### src/rtl/shared_inc_sched.sv
// Round-robin scheduler sharing one W-bit incrementer (operand + INC, carry kept)
// among N requesters; one op at a time through IDLE -> EXEC -> RESP.
module shared_inc_sched #(
  parameter int             N   = 4,
  parameter int             W   = 2,
  parameter logic [W-1:0]   INC = W'(1)
) (
  input  logic               clk,
  input  logic               rst,
  input  logic [N-1:0]       req,
  input  logic [N*W-1:0]     operand,
  output logic [N-1:0]       gnt,
  output logic [N-1:0]       done,
  output logic [N*(W+1)-1:0] result,
  output logic               busy
);

  localparam int IW = (N > 1) ? $clog2(N) : 1;

  typedef enum logic [1:0] {
    IDLE = 2'd0,
    EXEC = 2'd1,
    RESP = 2'd2
  } state_t;

  state_t        state;
  logic [IW-1:0] ptr;
  logic [IW-1:0] idx;

  logic [IW-1:0] sel;
  logic [IW-1:0] cand;
  logic          found;
  logic [W:0]    add_a;
  logic [W:0]    add_b;
  logic [W:0]    sum;
  logic [IW-1:0] ptr_next;

  function automatic logic [N-1:0] onehot(input logic [IW-1:0] i);
    logic [N-1:0] v;
    v    = '0;
    v[i] = 1'b1;
    return v;
  endfunction

  // Round-robin pick: first requester at or after ptr, wrapping modulo N.
  always_comb begin
    sel   = '0;
    cand  = '0;
    found = 1'b0;
    for (int i = 0; i < N; i++) begin
      cand = IW'((int'(ptr) + i) % N);
      if (!found && req[cand]) begin
        sel   = cand;
        found = 1'b1;
      end
    end
  end

  // The single shared adder; only meaningful while in EXEC.
  always_comb begin
    add_a = {1'b0, operand[idx*W +: W]};
    add_b = {1'b0, INC};
    sum   = add_a + add_b;
  end

  assign ptr_next = (idx == IW'(N - 1)) ? '0 : idx + 1'b1;

  // NOTE: sequential state uses non-blocking assignments only, so every flop
  // samples the pre-edge values regardless of statement order.
  always_ff @(posedge clk or posedge rst) begin
    if (rst) begin
      state  <= IDLE;
      ptr    <= '0;
      idx    <= '0;
      gnt    <= '0;
      done   <= '0;
      busy   <= 1'b0;
      // NOTE: the result registers are flops, not RAM, so clearing them in
      // reset is cheap and gives a defined value before the first op.
      result <= '0;
    end else begin
      case (state)
        IDLE: begin
          if (found) begin
            state <= EXEC;
            idx   <= sel;
            gnt   <= onehot(sel);
            busy  <= 1'b1;
          end
        end
        EXEC: begin
          result[idx*(W+1) +: W+1] <= sum;
          gnt   <= '0;
          done  <= onehot(idx);
          state <= RESP;
        end
        RESP: begin
          done  <= '0;
          ptr   <= ptr_next;
          busy  <= 1'b0;
          state <= IDLE;
        end
        default: begin
          state <= IDLE;
          gnt   <= '0;
          done  <= '0;
          busy  <= 1'b0;
        end
      endcase
    end
  end

endmodule
### config.mk
export PLATFORM = sky130hd
export DESIGN_NAME = shared_inc_sched
export DESIGN_NICKNAME = d
export VERILOG_FILES = /design/src/rtl/shared_inc_sched.sv
export SDC_FILE = /design/constraint.sdc
export NUM_CORES = 1
export LEC_CHECK = 0
export CORE_MARGIN = 4
export CORE_UTILIZATION = 48
export DETAILED_ROUTE_END_ITERATION = 12
export GPL_ROUTABILITY_DRIVEN = 1
export PLACE_DENSITY = 0.89
export SLEW_MARGIN = 20
export SYNTH_ARGS = -nofsm -noshare
export SYNTH_HDL_FRONTEND = slang
export SYNTH_SLANG_ARGS = --single-unit
### constraint.sdc
create_clock -name clk -period 2.1 [get_ports clk]
set_input_delay 0.63 -clock clk [delete_from_list [all_inputs] [get_ports clk]]
set_output_delay 0.63 -clock clk [all_outputs]
set_load 0.02 [all_outputs]
Yosys cells after proc, flatten, opt, wreduce, memory -nomap -nowiden --
Index checks and enable logic that the tools add are counted.
Cells by class: add/sub/neg operators 6, multipliers 1, div/mod/pow operators 0, magnitude comparators 8, equal/unequal tests 4, shifts and indexed selects 3, muxes and demuxes 29, bitwise gates (word level) 2, reduce and logical (&&, ||, !) cells 12
Operators by type and width (count):
- $neg A4 Y34 | 1
- $shift A3 B34 Y12 const A | 1
- $shiftx A3 B34 Y12 | 1
- $lt A2 B3 Y1 const B | 6
- $pmux W4 S2 | 2
- $bwmux W12 | 1
- $mux W2 | 6
- $mux W1 | 11
- $bmux W1 S2 | 4
- $shiftx A8 B4 Y2 | 1
- $reduce_and A2 Y1 | 3
- $logic_and A1 B1 Y1 | 5
- $add A2 B1 Y2 const B | 2
- $add A2 B2 Y2 const B | 2
- $demux W1 S2 | 2
- $eq A2 B2 Y1 const B | 2
- $ge A2 B1 Y1 const B | 2
- $mul A2 B2 Y4 const B | 1
- $mux W4 | 1
- $pmux W2 S2 | 1
- $add A2 B1 Y3 const B | 1
- $logic_not A1 Y1 | 3
- $eq A2 B1 Y1 const B | 1
- $logic_not A2 Y1 | 1
- 3 further kinds | 4
Word-level totals: register bits after elaboration 27, latch bits 0, RAM bits 0, memory bits (read-only) 0, output and inout bits 21, memories kept 0

Longest topological paths before layout --
word-level depth 18, gate-level depth with buffers 7

Least setup slack after synthesis --
Ideal clock, no wire load.
kind register to register, start point reg idx[0], end point reg result[10], library setup time 121 ps, arrival 1713 ps, required time 1979 ps, path slack 266 ps, stages on the path, launching flop included 7, buffers on the path 1, cells stage by stage dfrtp_1 > buf_6 > mux2_2 > o21ai_1 > inv_1 > ha_1 > a22o_1
On the way: word-level cells in the longest chain between the ends 4
Ends and longest elaborated chain:
- start, declared | RTL line 28 | logic [IW-1:0] idx;
- start signal, assigned | RTL line 86 | idx <= sel;
- $mul A2 B2 Y4 / $shiftx A8 B4 Y2 (equally long branches) | RTL line 92, 61
- $neg A4 Y34 / $add A2 B1 Y3 (equally long branches) | RTL line 92, 63
- $shiftx A3 B34 Y12 / $shift A3 B34 Y12 (equally long branches) | RTL line 92 | result[idx*(W+1) +: W+1] <= sum;
- $bwmux W12 (*) | RTL line 92
- end signal, assigned by index | RTL line 92
- end, declared | RTL line 14 | output logic [N*(W+1)-1:0] result,
Every way passes the cells marked *; elsewhere a longest branch is shown, timed or not. A chain may end at the register's enable or synchronous reset.

Final worst setup path --
start point reg result[7], end point out result[7]
No word-level cell between the ends.

==> reports/metrics.cfg <==
[drt]
totalWireLength_mm = 2.842
vias = 1025
routedWlPerCell_um = 15.12
drc = 0
firstDrtPassIters = 4
dr.first_iter.drc_count = 28
via_per_inst = 5.452
ant_nets = 0

[timing]
worst_pin_slew_ns = 0.3618
timing.final.ws_setup_ns = 0.1577
finalCritPeriodShare = 0.9249
fmax_ghz = 0.5149
slew_violations = 0
finClkSkew_ns = 0.003492
min_period_ns = 1.942
rsz0062_at_grt = no
setup_viol = 0
tns_ns = 0
final-hold-violation-count = 0
whs_ns = 0.5140
slew_headroom = 0.7566

[cts]
clk_latency_ns = 0.31
clkTransAtPathRegs_ns = 0.14
cts_max_path_buffers = 2
cts_max_level = 1
cts_tree = yes
cts_sinks = 27
cts_inserted_buffers = 3
cts_hold_buf = 0
cts_setup_buffers = 0
ctsResizeCount = 0
clk_root_buffer_cell = clkbuf_4

[logic_synthesis]
yosysWarnings = 0
syn-cell-area_mm2 = 0.001366
synth_edf_count = 0
synthTopCellsByArea = dfrtp_1 49%, ha_1 8.2%, a22o_1 7.7%
synth_area_leader_cell = dfrtp_1
synth_cell_types = 29
synth_top_area_share = 0.4945
yosys_most_used_dff = dfrtp_1
synth-async-reset-ratio = 1.000
synth_nets = 138
synth_seq_cells = 27
synth_commonest_cells = 27 x dfrtp_1, 12 x a22o_1, 10 x nand2_1
yosysMostFrequentCell = dfrtp_1
ys_seq_area_frac = 0.4945
syn_area_per_cell_um2 = 11.88
synthCells = 115

[min_path]
whs_endpoint = gnt[2]$_DFFE_PP0P_
hold_class = flip-flop to flip-flop
hold_depth = 1
min_from = gnt[2]$_DFFE_PP0P_

[setup_path]
r2r_cells = 5
cp.buffers_inverters = 1
path_class = flip-flop to output port
timing.rr.end = result[7]$_DFFE_PP0P_
critPathSlowestCell = clkdlybuf4s50_1
crit_path_end_kind = output port
cp-start-kind = flip-flop
cp.required_ns = 1.47
crit_chain = clkdlybuf4s50_1
slowest_delay_ns = 0.61
r2r_start = idx[0]$_DFFE_PP0P_
reg2reg_slack_ns = 0.24
path_max_fanout = 2
crit_family = buffers and inverters
arrival_ns = 1.31

[global_route]
grtUsageTotal = 0.1670
grt_max_degree = 28
grt_pass1_vias = 1021
overflow = 0
antenna_found_initial = 0
grt_pass1_wl_mm = 4.616

[power]
p_per_area_mw_per_mm2 = 1458
power.switching_mw = 1.094
leakagePower_nw = 0.8221
p_clk_frac = 0.083
power_frac_comb = 0.560
power_mw = 2.605
seq_power_share = 0.357
p_int_mw = 1.511
vdd_drop_max_v = 0.0009609
swShare = 0.4200

[die]
fp.dieH_um = 61.35
rows = 19
start_util = 0.4998
die_area_mm2 = 0.003764
coreArea_mm2 = 0.002734
io_pins = 35
dieWidth_um = 61.35

[outcome]
outcome = finished, final reports clean

[layout]
drive_gt1_frac = 0.1401
syn_to_final_growth_pct = 30.77
stdcell_count = 188
regArea_um2 = 675.6
multi_input_area_um2 = 605.6
antennaDiodeCount = 0
num-fill-cells = 194
nNetsFinal = 181

[placed_design]
dp_hpwl_mm = 2.243
dp.cells = 184
place_ws_ns = -0.1536
io_buffers = 34
gp_congestion = 0.7939

[job]
maxCapViolCount = 0

## cells in the final DEF, fill, tap and decap left out, drive strengths merged, types with 2 or more instances in the layout
master | synthesis | final
a21oi | 3 | 3
a22o | 12 | 12
a32o | 2 | 2
buf | 4 | 8
clkbuf | 0 | 4
clkdlybuf4s50 | 0 | 34
dfrtp | 27 | 27
ha | 9 | 9
inv | 10 | 10
mux2i | 5 | 5
nand2 | 11 | 11
nand2b | 3 | 3
nor2 | 6 | 6
nor4 | 4 | 4
o21ai | 5 | 5
o31ai | 3 | 3
or3 | 2 | 2
## area by class of cell
type	count	area share
Tap cell	31	0.02171
Multi-Input combinational cell	74	0.3389
Sequential cell	27	0.3782
Clock buffer	4	0.01471
Inverter	10	0.02241
Timing Repair Buffer	42	0.2241
## metal layers
metal	share of wire	track usage	up-vias
li1	-	-	498
met1	0.44	0.2153	503
met4	0.0060	0.06667	0
met3	0.038	0.02516	2
met2	0.51	0.2825	22
met5	0	0	-
## flip-flops by register name, indices dropped and copies added, names as in the netlist
name    cells
done        4
result     12
state       2
gnt         4
ptr         2
idx         2
busy        1
## cells by family after synthesis
group | count (synthesis) | synth area share
and+or+nand+nor | 30 | 0.1438
AOI/OAI and AO/OA | 28 | 0.1557
DFF | 27 | 0.4945
buffers and inverters | 14 | 0.06227
adders and majority gates | 9 | 0.08242
muxes | 7 | 0.06136
## through the flow
step,area (µm²),utilization
CTS,1787,0.6535
global placement,1760,0.6439
detailed placement,1760,0.6439
global route,1787,0.6535
floorplan,1366,-
finish,1787,0.6535
## worst max-delay path by stage
| stage | depth (start not counted) | start | endpoint | slack, ns |
|---|---|---|---|---|
| 2_1_floorplan | 6 | idx[0]$_DFFE_PP0P_ | result[10]$_DFFE_PP0P_ | 0.27 |
| 3_3_place_gp | 6 | operand[2] | result[7]$_DFFE_PP0P_ | -0.06 |
| 3_5_place_dp | 6 | operand[0] | result[7]$_DFFE_PP0P_ | -0.15 |
| 4_1_cts | 1 | result[7]$_DFFE_PP0P_ | result[7] | 0.15 |
| 5_1_grt | 5 | idx[0]$_DFFE_PP0P_ | result[4]$_DFFE_PP0P_ | 0.08 |
| 6_report | 1 | result[7]$_DFFE_PP0P_ | result[7] | 0.16 |
## power by group through the flow
| stage | registers, mW | logic (mW) | clock network [mW] |
|---|---|---|---|
| floorplan | 1.08 | 0.769 | 0 |
| global placement | 0.933 | 1.39 | 0 |
| detailed placement | 0.944 | 1.47 | 0 |
| CTS | 0.931 | 1.47 | 0.218 |
| global route | 0.965 | 1.58 | 0.240 |
| finish | 0.930 | 1.46 | 0.216 |
Note: power is estimated with default switching activity, not from simulation.
